--- src/rtl/trig_pkg.sv ---
`default_nettype none
// ============================================================================
// Module      : trig_pkg
// Description : Shared FSM state type and helper functions for the
//               coincidence trigger generator.
// Revision    : 1.0  initial release
// ============================================================================
package trig_pkg;

    localparam int unsigned C_MAX_W = 64;

    typedef enum logic [1:0] {
        IDLE    = 2'd0,
        COLLECT = 2'd1,
        FIRE    = 2'd2,
        HOLD    = 2'd3
    } trig_state_t;

    function automatic int unsigned popcount(input logic [C_MAX_W-1:0] v);
        int unsigned n;
        n = 0;
        for (int i = 0; i < C_MAX_W; i++) begin
            n += 32'(v[i]);
        end
        return n;
    endfunction

    // Increment a w-bit value held in a wide container, sticking at all-ones.
    function automatic logic [C_MAX_W-1:0] sat_inc(input logic [C_MAX_W-1:0] v,
                                                   input int unsigned       w);
        logic [C_MAX_W-1:0] max_v;
        max_v = (w >= C_MAX_W) ? '1 : ((64'd1 << w) - 64'd1);
        return (v >= max_v) ? max_v : (v + 64'd1);
    endfunction

endpackage
`default_nettype wire

--- src/rtl/trig_sat_counter.sv ---
`default_nettype none
// ============================================================================
// Module      : trig_sat_counter
// Description : Saturating event counter with synchronous active-high reset.
// Revision    : 1.0  initial release
// ============================================================================
module trig_sat_counter
    import trig_pkg::*;
#(
    parameter int unsigned STAT_W = 32
) (
    input  logic              clk,
    input  logic              rst,
    input  logic              i_inc,
    output logic [STAT_W-1:0] o_count
);

    logic [STAT_W-1:0] r_count;

    always_ff @(posedge clk) begin
        if (rst) begin
            r_count <= '0;
        end else if (i_inc) begin
            r_count <= STAT_W'(sat_inc(C_MAX_W'(r_count), STAT_W));
        end
    end

    assign o_count = r_count;

endmodule
`default_nettype wire

--- src/rtl/trig_coinc_gen.sv ---
`default_nettype none
// ============================================================================
// Module      : trig_coinc_gen
// Description : Counts masked ACK rising edges in a programmable window and
//               fires a fixed-width TRG pulse, followed by a holdoff.
//               Define TRG_REJECT_CNT_EN to add the TRG_REJECTS counter.
// Revision    : 1.0  initial release
// ============================================================================
module trig_coinc_gen
    import trig_pkg::*;
#(
    parameter int unsigned N_CH    = 12,
    parameter int unsigned CNT_W   = 4,
    parameter int unsigned WIN_W   = 4,
    parameter int unsigned TRG_LEN = 4,
    parameter int unsigned HOLD_W  = 16,
    parameter int unsigned STAT_W  = 32
) (
    input  logic              CLK_80MHZ,
    input  logic              RESET,
    input  logic [N_CH-1:0]   ACK,
    input  logic [N_CH-1:0]   TRG_MASK,
    input  logic [CNT_W-1:0]  MIN_SCRODS_REQUIRED,
    input  logic [WIN_W-1:0]  WINDOW,
    input  logic [HOLD_W-1:0] HOLDOFF,
    input  logic              TRG_SOFT,
    output logic [N_CH-1:0]   TRG,
    output logic              TRG_BUSY,
    output logic [N_CH-1:0]   ACK_LATCHED,
`ifdef TRG_REJECT_CNT_EN
    output logic [STAT_W-1:0] TRG_REJECTS,
`endif
    output logic [STAT_W-1:0] TRG_STATISTICS
);

    localparam int unsigned C_PULSE_W = (TRG_LEN > 1) ? $clog2(TRG_LEN) : 1;

    trig_state_t          r_state;
    trig_state_t          w_state_nxt;
    logic [N_CH-1:0]      r_ack_q;
    logic [N_CH-1:0]      r_coll;
    logic [N_CH-1:0]      r_trg_mask;
    logic [N_CH-1:0]      r_ack_latched;
    logic [WIN_W-1:0]     r_win_cnt;
    logic [HOLD_W-1:0]    r_hold_cnt;
    logic [C_PULSE_W-1:0] r_pulse_cnt;

    logic [N_CH-1:0]      w_edge;
    logic [N_CH-1:0]      w_coll_all;
    int unsigned          w_thr;
    logic                 w_meet;
    logic                 w_fire_go;
    logic                 w_collect_go;
    logic                 w_expire;
    logic                 w_miss;

    assign w_edge     = ACK & ~r_ack_q & TRG_MASK;
    // Outside COLLECT the stale collection register must not contribute.
    assign w_coll_all = w_edge | ((r_state == COLLECT) ? r_coll : '0);
    assign w_thr      = (MIN_SCRODS_REQUIRED == '0) ? 32'd1 : 32'(MIN_SCRODS_REQUIRED);
    assign w_meet     = popcount(C_MAX_W'(w_coll_all)) >= w_thr;

    always_comb begin
        w_state_nxt  = r_state;
        w_fire_go    = 1'b0;
        w_collect_go = 1'b0;
        w_expire     = 1'b0;
        w_miss       = 1'b0;
        case (r_state)
            IDLE: begin
                if (TRG_SOFT || ((w_edge != '0) && w_meet)) begin
                    w_fire_go = 1'b1;
                end else if (w_edge != '0) begin
                    if (WINDOW == '0) begin
                        w_miss = 1'b1;
                    end else begin
                        w_collect_go = 1'b1;
                    end
                end
            end
            COLLECT: begin
                if (TRG_SOFT || w_meet) begin
                    w_fire_go = 1'b1;
                end else if (r_win_cnt == '0) begin
                    w_expire = 1'b1;
                end
            end
            FIRE: begin
                if (r_pulse_cnt == '0) begin
                    w_state_nxt = (HOLDOFF == '0) ? IDLE : HOLD;
                end
            end
            HOLD: begin
                if (r_hold_cnt == '0) begin
                    w_state_nxt = IDLE;
                end
            end
            default: w_state_nxt = IDLE;
        endcase
        if (w_fire_go) begin
            w_state_nxt = FIRE;
        end else if (w_collect_go) begin
            w_state_nxt = COLLECT;
        end else if (w_expire || w_miss) begin
            w_state_nxt = IDLE;
        end
    end

    always_ff @(posedge CLK_80MHZ) begin
        if (RESET) begin
            r_state       <= IDLE;
            r_ack_q       <= '0;
            r_coll        <= '0;
            r_trg_mask    <= '0;
            r_ack_latched <= '0;
            r_win_cnt     <= '0;
            r_hold_cnt    <= '0;
            r_pulse_cnt   <= '0;
        end else begin
            r_ack_q <= ACK;
            case (r_state)
                IDLE: begin
                    if (w_collect_go) begin
                        r_coll    <= w_edge;
                        // Counter reaches zero on the last accepted cycle k+WINDOW.
                        r_win_cnt <= WINDOW - 1'b1;
                    end
                end
                COLLECT: begin
                    r_coll    <= w_coll_all;
                    r_win_cnt <= r_win_cnt - 1'b1;
                end
                FIRE: begin
                    if (r_pulse_cnt != '0) begin
                        r_pulse_cnt <= r_pulse_cnt - 1'b1;
                    end else begin
                        r_hold_cnt <= HOLDOFF - 1'b1;
                    end
                end
                HOLD: begin
                    if (r_hold_cnt != '0) begin
                        r_hold_cnt <= r_hold_cnt - 1'b1;
                    end
                end
                default: ;
            endcase
            if (w_fire_go) begin
                r_trg_mask  <= TRG_MASK;
                r_pulse_cnt <= C_PULSE_W'(TRG_LEN - 1);
            end
            if (w_fire_go || w_expire || w_miss) begin
                r_ack_latched <= w_coll_all;
            end
            r_state <= w_state_nxt;
        end
    end

    assign TRG         = (r_state == FIRE) ? r_trg_mask : '0;
    assign TRG_BUSY    = (r_state != IDLE);
    assign ACK_LATCHED = r_ack_latched;

    trig_sat_counter #(
        .STAT_W (STAT_W)
    ) u_stat_cnt (
        .clk     (CLK_80MHZ),
        .rst     (RESET),
        .i_inc   (w_fire_go),
        .o_count (TRG_STATISTICS)
    );

`ifdef TRG_REJECT_CNT_EN
    trig_sat_counter #(
        .STAT_W (STAT_W)
    ) u_reject_cnt (
        .clk     (CLK_80MHZ),
        .rst     (RESET),
        .i_inc   (w_expire | w_miss),
        .o_count (TRG_REJECTS)
    );
`endif

endmodule
`default_nettype wire

--- config.mk ---
export PLATFORM = sky130hd
export DESIGN_NAME = trig_coinc_gen
export DESIGN_NICKNAME = d
export VERILOG_FILES = /design/src/rtl/trig_pkg.sv /design/src/rtl/trig_sat_counter.sv /design/src/rtl/trig_coinc_gen.sv
export SDC_FILE = /design/constraint.sdc
export NUM_CORES = 1
export LEC_CHECK = 0
export CORE_MARGIN = 4
export CORE_UTILIZATION = 53
export DETAILED_ROUTE_END_ITERATION = 10
export GPL_ROUTABILITY_DRIVEN = 0
export GPL_TIMING_DRIVEN = 0
export PLACE_DENSITY_LB_ADDON = 0.15
export SLEW_MARGIN = 20
export SYNTH_ARGS = -nofsm -noshare
export SYNTH_HDL_FRONTEND = slang
export SYNTH_SLANG_ARGS = --single-unit
--- constraint.sdc ---
create_clock -name CLK_80MHZ -period 8.5 [get_ports CLK_80MHZ]
set_clock_uncertainty 0.15 [all_clocks]
set_input_delay 1.275 -clock CLK_80MHZ [delete_from_list [all_inputs] [get_ports CLK_80MHZ]]
set_output_delay 1.275 -clock CLK_80MHZ [all_outputs]
set_load 0.05 [all_outputs]
==> run_results.csv, run 1 <==
group,metric,value,unit
min_path,hold_end,"r_trg_mask[1]",
min_path,hp-start,"r_trg_mask[1]",
timing,drv_slew,0,
synthesis,mappedNetlistNets,767,
power,power_frac_comb,52.6,%
power,ir_worst_vdd,0.0002254,V
timing,hold_viol,0,
synthesis,synth_top_area_share,35.89,%
clock_network,cts_buffer_depth,2,
setup_path,r2r_start,"r_state[0]",
timing,finalCritPeriodShare,87.41,%
setup_path,end_kind,"flop",
clock_network,ctsHoldBuffers,0,
layout,nets,884,
setup_path,reg2reg_depth,24,
layout,drive_gt1_share,5.861,%
floorplan,die_x,112.6,um
synthesis,synth_cells,697,
floorplan,die-area,12680,um2
detailed_routing,first_pass_iters,6,
detailed_routing,routed_wl,17.47,mm
timing,fin_hold_ws,309.9,ps
global_routing,antenna_found_initial,0,
global_routing,grt_pass1_wl,28.99,mm
layout,num_antenna_cells,0,
clock_network,insertion_delay,390,ps
synthesis,synth_ff_type,"dfxtp_1",
power,pwr-share-seq,31.8,%
placement,hpwl,13.06,mm
clock_network,clk_pin_slew,100,ps
synthesis,syn_avg_cell_area,8.324,um2
power,leakage,2.725,nW
layout,stdcell_area,7243,um2
synthesis,yosysTopAreaCell,"dfxtp_1",
power,power.switching,975.2,uW
setup_path,crit_type,"in -> reg",
placement,dp_cells,939,
clock_network,root_buffer,"clkbuf_8",
layout,final_cell_count_no_fill,955,
timing,max_freq,134.6,MHz
floorplan,ios,108,
setup_path,reg2reg_to,"r_trg_mask[2]",
detailed_routing,antenna_left,0,
power,p_per_area,292.4,nW/um2
floorplan,initial_utilization,55.21,%
clock_network,post_cts_buffers,0,
synthesis,netlist_area,5802,um2
synthesis,synth_seq_cells,104,
detailed_routing,drc,0,
placement,port_buffers,106,
synthesis,yosys_warnings,0,
global_routing,grt_start_max_net_pins,19,
timing,setup_viol,0,
placement,placed_cell_area,7033,um2
clock_network,cts_tree,"yes",
synthesis,yosys-top-cells-area,"dfxtp_1 36%, a211oi_1 4.4%, nand2_1 4.1%",
clock_network,cts_buffers,9,
synthesis,async_reset_ff_share,0,%
synthesis,synth_edf_count,0,
global_routing,overflow,0,
power,p_int,1.143,mW
floorplan,fp.coreArea,10510,um2
setup_path,crit_fanout,10,
detailed_routing,route.vias.total,5981,
layout,syn2layout_area_growth,24.84,%
detailed_routing,routed_via_density,6.263,
setup_path,r2r_slack,1130,ps
min_path,min_path_cells,2,
power,power.total,2.118,mW
timing,final.setup.tns,0,ps
min_path,min_path_type,"reg -> reg",
setup_path,worstPathRequired,8660,ps
global_routing,track_usage,27.90,%
power,switching_share,46.05,%
setup_path,worstPathArrival,7590,ps
timing,layout_min_cycle_time,7430,ps
synthesis,yosysSeqAreaShare,35.89,%
clock_network,h-tree-depth,3,
global_routing,first_global_vias,5958,
run,maxCapViolCount,0,
clock_network,cts_sinks,104,
power,power.share.clock,15.7,%
setup_path,critical_path.startpoint_type,"primary input",
floorplan,row_count,37,
detailed_routing,drtIter0Drc,743,
outcome,outcome,"completed",
timing,relSlewSlack,46.66,%
synthesis,synth_cell_types,71,
floorplan,die_h,112.6,um
timing,tightest_slew,796.5,ps
detailed_routing,wl_per_cell,18.30,um
timing,rsz0062_at_grt,"no",
clock_network,cts_resized,0,
-- kinds of logic after synthesis --
| group | Yosys count | synth area share (%) |
|---|---|---|
| adder cells (fa/ha/maj) | 19 | 5.003 |
| AO/OA/AOI/OAI | 175 | 19.58 |
| XOR/XNOR | 28 | 4.227 |
| AND/OR/NAND/NOR | 281 | 27.50 |
| multiplexers | 13 | 2.286 |
| flip-flops | 104 | 35.89 |
| buffers and inverters | 77 | 5.521 |
-- critical path, cell delays in order --
cell and delay [ps]:
clkdlybuf4s50_1 420, and3b_1 240, a21oi_1 280, inv_1 110
fa_1 550, inv_1 50, fa_1 470, fa_1 490
inv_1 50, fa_1 500, ha_1 170, inv_1 60
fa_1 490, inv_1 40, ha_1 280, inv_1 50
o21ai_0 460, nand3_1 370, nor2_1 530, clkbuf_1 410
nand2_1 100, a21oi_1 160
-- routing by layer --
| metal | part of all wire (%) | vias up | GRT usage, % |
|---|---|---|---|
| li1 | - | 2777 | - |
| met1 | 42 | 2835 | 36.72 |
| met2 | 47 | 321 | 44.55 |
| met3 | 8.8 | 48 | 7.116 |
| met4 | 2.5 | 0 | 9.455 |
| met5 | 0 | - | 0 |
-- through the flow --
stage,worst slack [ps],util (%)
after global routing,697.0,68.92
after CTS,1133,68.92
after floorplan,1969,-
final,1070,68.92
after detailed placement,800.7,66.92
after global placement,909.7,66.92
-- power by group through the flow --
stage,combinational [mW],sequential [mW],clock (mW)
2_1_floorplan,0.717,0.731,0
3_3_place_gp,1.05,0.672,0
3_5_place_dp,1.09,0.678,0
4_1_cts,1.10,0.668,0.338
5_1_grt,1.22,0.683,0.355
6_report,1.11,0.672,0.332
-- state kept, by name, indices dropped and copies added, names as in the netlist --
signal and flops:
r_pulse_cnt 2, r_hold_cnt 16, u_stat_cnt.o_count 32, r_coll 12, r_trg_mask 12, r_ack_q 12
r_win_cnt 4, ACK_LATCHED 12, r_state 2
-- cell usage in the layout (no fill, tap or decap), types with 14 or more instances in the layout --
cell type        instances
clkdlybuf4s50_1        106
dfxtp_1                104
nand2_1                 63
a21oi_1                 46
nor2_1                  45
inv_1                   38
o21ai_0                 34
a211oi_1                34
clkbuf_1                24
a31oi_1                 24
nand3_1                 23
nor3_1                  20
nor4_1                  18
nor2b_1                 17
nand4_1                 17
and2_1                  16
xnor2_1                 14
xor2_1                  14
-- area by class of cell --
| cell class | instances | area [um2] |
|---|---|---|
| multi-input combinational | 516 | 3400 |
| fill | 875 | 3266 |
| sequential | 104 | 2082 |
| timing repair buffer | 106 | 1061 |
| buffer | 39 | 177.7 |
| tap | 136 | 170.2 |
| inverter | 38 | 142.6 |
| clock buffer | 10 | 137.6 |
| clock inverter | 6 | 72.57 |
-- cells in the mapped netlist (all sizes together) (5+ instances only) --
master	count
buf	15
or4	5
nor2	46
dfxtp	104
o21ai	35
nor2b	17
xnor2	14
clkbuf	24
and3b	12
a31oi	24
nor4	20
nand3	23
and3	8
nor3	22
inv	38
ha	12
a211oi	34
nand2	63
a21oi	46
and2	16
nand4	19
o211ai	6
mux2i	11
fa	7
xor2	14
and4	8
-- how the worst max path moves through the flow --
stage	from	endpoint	slack [ps]	cells past startpoint
4_1_cts	TRG_MASK[0]	r_trg_mask[2]	1130	22
2_1_floorplan	TRG_MASK[0]	u_stat_cnt.o_count[30]	1970	20
3_3_place_gp	TRG_MASK[0]	r_trg_mask[5]	910	22
3_5_place_dp	TRG_MASK[0]	r_trg_mask[8]	800	22
6_report	TRG_MASK[0]	r_trg_mask[2]	1070	22
5_1_grt	TRG_MASK[0]	u_stat_cnt.o_count[29]	700	22
(Power assumes the default switching activity.)
==> run 2, diff against run 1 <==
--- a/config.mk
+++ b/config.mk
@@ -5,6 +5,7 @@
 export SDC_FILE = /design/constraint.sdc
 export NUM_CORES = 1
 export LEC_CHECK = 0
+export ABC_CLOCK_PERIOD_IN_PS = 8500
 export CORE_MARGIN = 4
 export CORE_UTILIZATION = 53
 export DETAILED_ROUTE_END_ITERATION = 10
==> results of run 2 <==
The final DEF is identical to that of run 1; final timing and power are the same.
==> run 3, diff against run 2 <==
--- a/config.mk
+++ b/config.mk
@@ -15,4 +15,5 @@
 export SLEW_MARGIN = 20
 export SYNTH_ARGS = -nofsm -noshare
 export SYNTH_HDL_FRONTEND = slang
+export SYNTH_HIERARCHICAL = 1
 export SYNTH_SLANG_ARGS = --single-unit
==> run 3 against run 2 <==
Combinational power shrank 27%. Critical path depth up 3. Sequential cell count stayed put. Core utilization decreased by 1.7 points. Register-to-register slack worse by 120 ps. Count of clock-buffer cells in the layout stayed put. Synthesized cell count decreased by 1.9%. Wire length is 8.6% lower. Area after synthesis rose by 1.0%. Total power down 18%. Clock power down 11%. Critical path type unchanged. Largest power group unchanged.
==> run_results.csv, run 3 <==
group,metric,value,unit
detailed_routing,drc,0,
synthesis,synth_top_area_share,35.52,%
power,p_per_area,237.2,nW/um2
timing,drv_slew,0,
global_routing,overflow,0,
setup_path,worstPathRequired,8620,ps
power,leakage,2.805,nW
timing,hold_viol,0,
timing,layout_min_cycle_time,7724,ps
setup_path,worstPathArrival,7850,ps
clock_network,clk_pin_slew,110,ps
power,power.switching,722.9,uW
synthesis,synth_edf_count,0,
clock_network,h-tree-depth,3,
synthesis,synth_cells,684,
synthesis,mappedNetlistNets,754,
clock_network,post_cts_buffers,0,
layout,syn2layout_area_growth,24.31,%
layout,largest_register_ffs,32,
global_routing,antenna_found_initial,0,
power,switching_share,41.82,%
synthesis,async_reset_ff_share,0,%
detailed_routing,first_pass_iters,4,
floorplan,initial_utilization,54.07,%
global_routing,grt_start_max_net_pins,19,
layout,num_antenna_cells,0,
power,pwr-share-seq,36.0,%
clock_network,cts_buffer_depth,2,
synthesis,netlist_area,5862,um2
detailed_routing,drtIter0Drc,414,
floorplan,die_h,113.2,um
synthesis,synth.most_common_cell,"dfxtp_1",
timing,final.setup.tns,0,ps
floorplan,fp.coreArea,10840,um2
setup_path,crit_type,"in -> reg",
setup_path,critical_path.startpoint_type,"primary input",
setup_path,end_kind,"flop",
power,p_int,1.006,mW
synthesis,yosys_warnings,6,
global_routing,track_usage,25.22,%
synthesis,yosysTopAreaCell,"dfxtp_1",
detailed_routing,route.vias.total,5489,
clock_network,insertion_delay,390,ps
floorplan,die-area,12810,um2
floorplan,die_x,113.2,um
detailed_routing,antenna_left,0,
timing,finalCritPeriodShare,90.87,%
synthesis,synth_cell_types,68,
synthesis,synth_common_cells,"104 x dfxtp_1, 64 x nand2_1, 61 x a21oi_1",
synthesis,syn_avg_cell_area,8.570,um2
layout,final_cell_mix,"107 x clkdlybuf4s50_1, 104 x dfxtp_1, 64 x nand2_1",
power,power.share.clock,17.2,%
detailed_routing,routed_wl,15.97,mm
placement,hpwl,12.16,mm
global_routing,first_global_vias,5312,
layout,stdcell_area,7287,um2
setup_path,crit_fanout,14,
detailed_routing,routed_via_density,5.796,
timing,max_freq,129.5,MHz
floorplan,ios,108,
power,power_frac_comb,46.8,%
synthesis,yosys-top-cells-area,"dfxtp_1 36%, mux2i_1 7.3%, a21oi_1 5.2%",
synthesis,synth_seq_cells,104,
run,maxCapViolCount,0,
timing,relSlewSlack,46.30,%
global_routing,grt_pass1_wl,26.16,mm
clock_network,cts_buffers,9,
clock_network,cts_tree,"yes",
timing,tightest_slew,798.2,ps
placement,placed_cell_area,7108,um2
floorplan,row_count,38,
clock_network,ctsHoldBuffers,0,
timing,setup_viol,0,
clock_network,cts_resized,0,
timing,rsz0062_at_grt,"no",
layout,final_common_cell,"clkdlybuf4s50_1",
clock_network,root_buffer,"clkbuf_8",
layout,nets,872,
detailed_routing,wl_per_cell,16.86,um
synthesis,synth_ff_type,"dfxtp_1",
layout,drive_gt1_share,7.807,%
synthesis,yosysSeqAreaShare,35.52,%
min_path,min_path_type,"reg -> reg",
outcome,outcome,"completed",
power,ir_worst_vdd,0.0001611,V
placement,port_buffers,107,
clock_network,cts_sinks,104,
## run 3: cell count changes after synthesis, moves of 7 or more
cell      before  now
a21o_1         2   11
a31oi_1       24    5
o21ai_0       34   14
xnor2_1       14   24
a211oi_1      34   16
a21oi_1       46   61
xor2_1        14    7
nor2_1        45   55
mux2i_1       11   43
nand4_1       17   10
## run 3: cell type report
type	instances	area (um2)
fill	927	3553
tap	140	175.2
buffer	41	211.5
clock buffer	10	127.6
clock inverter	6	51.30
sequential	104	2082
multi-input combinational	506	3445
timing repair buffer	107	1071
inverter	33	123.9
## run 3: kinds of logic after synthesis
logic type | share of synthesized area, %
adders and majority gates | 4.952
xor gates and xnor gates | 4.632
and+or+nand+nor | 24.53
buffers and inverters | 5.720
AOI/OAI and AO/OA | 16.73
muxes | 7.919
DFF | 35.52
## run 3: per-layer routing
layer / track usage, % / vias up / wire length (um)
met5: 0 / - / 0
met4: 9.615 / 0 / 276
met3: 4.706 / 20 / 892
met2: 43.29 / 191 / 7948
met1: 31.43 / 2608 / 6850
li1: - / 2670 / -
## run 3: critical path: stages
cell             delay, ps
clkdlybuf4s50_1        460
and3b_1                230
a21o_1                 190
fa_1                   530
inv_1                   50
fa_1                   450
fa_1                   490
inv_1                   60
fa_1                   500
ha_1                   170
inv_1                   60
fa_1                   470
inv_1                   50
ha_1                   270
a21oi_1                 70
o21a_1                 260
a211oi_1               220
buf_4                  250
buf_4                  270
nand4_1                160
or2_2                  360
clkbuf_1               300
nor4_1                 460
xnor2_1                170
a21oi_1                 80
## run 3: final timing paths
path	slack [ps]	depth (start not counted)	startpoint	end
setup / recovery	780	25	TRG_MASK[5]	u_stat_cnt/o_count[25]
hold / removal	320	2	r_coll[0]	r_coll[0]
setup reg to reg	1010	27	r_state[0]	u_stat_cnt/o_count[25]
hold reg to reg	320	2	r_coll[0]	r_coll[0]
## run 3: through the flow
stage / util, % / worst slack, ps / instances / hold WS [ps] / power, mW
after floorplan: - / 1457 / 684 / 285.3 / 1.212
after global placement: 65.57 / 492.4 / 931 / 293.5 / 1.404
after detailed placement: 65.57 / 424.2 / 931 / 305.3 / 1.434
after CTS: 67.22 / 837.9 / 947 / 319.4 / 1.731
after global routing: 67.22 / 384.2 / 947 / 349.4 / 1.841
final: 67.22 / 775.8 / 947 / 319.0 / 1.729
## run 3: power groups by stage
stage / logic (mW) / registers, mW / clock network (mW)
floorplan: 0.548 / 0.664 / 0
global placement: 0.776 / 0.628 / 0
CTS: 0.807 / 0.621 / 0.303
detailed placement: 0.803 / 0.631 / 0
finish: 0.809 / 0.622 / 0.297
global route: 0.886 / 0.630 / 0.324
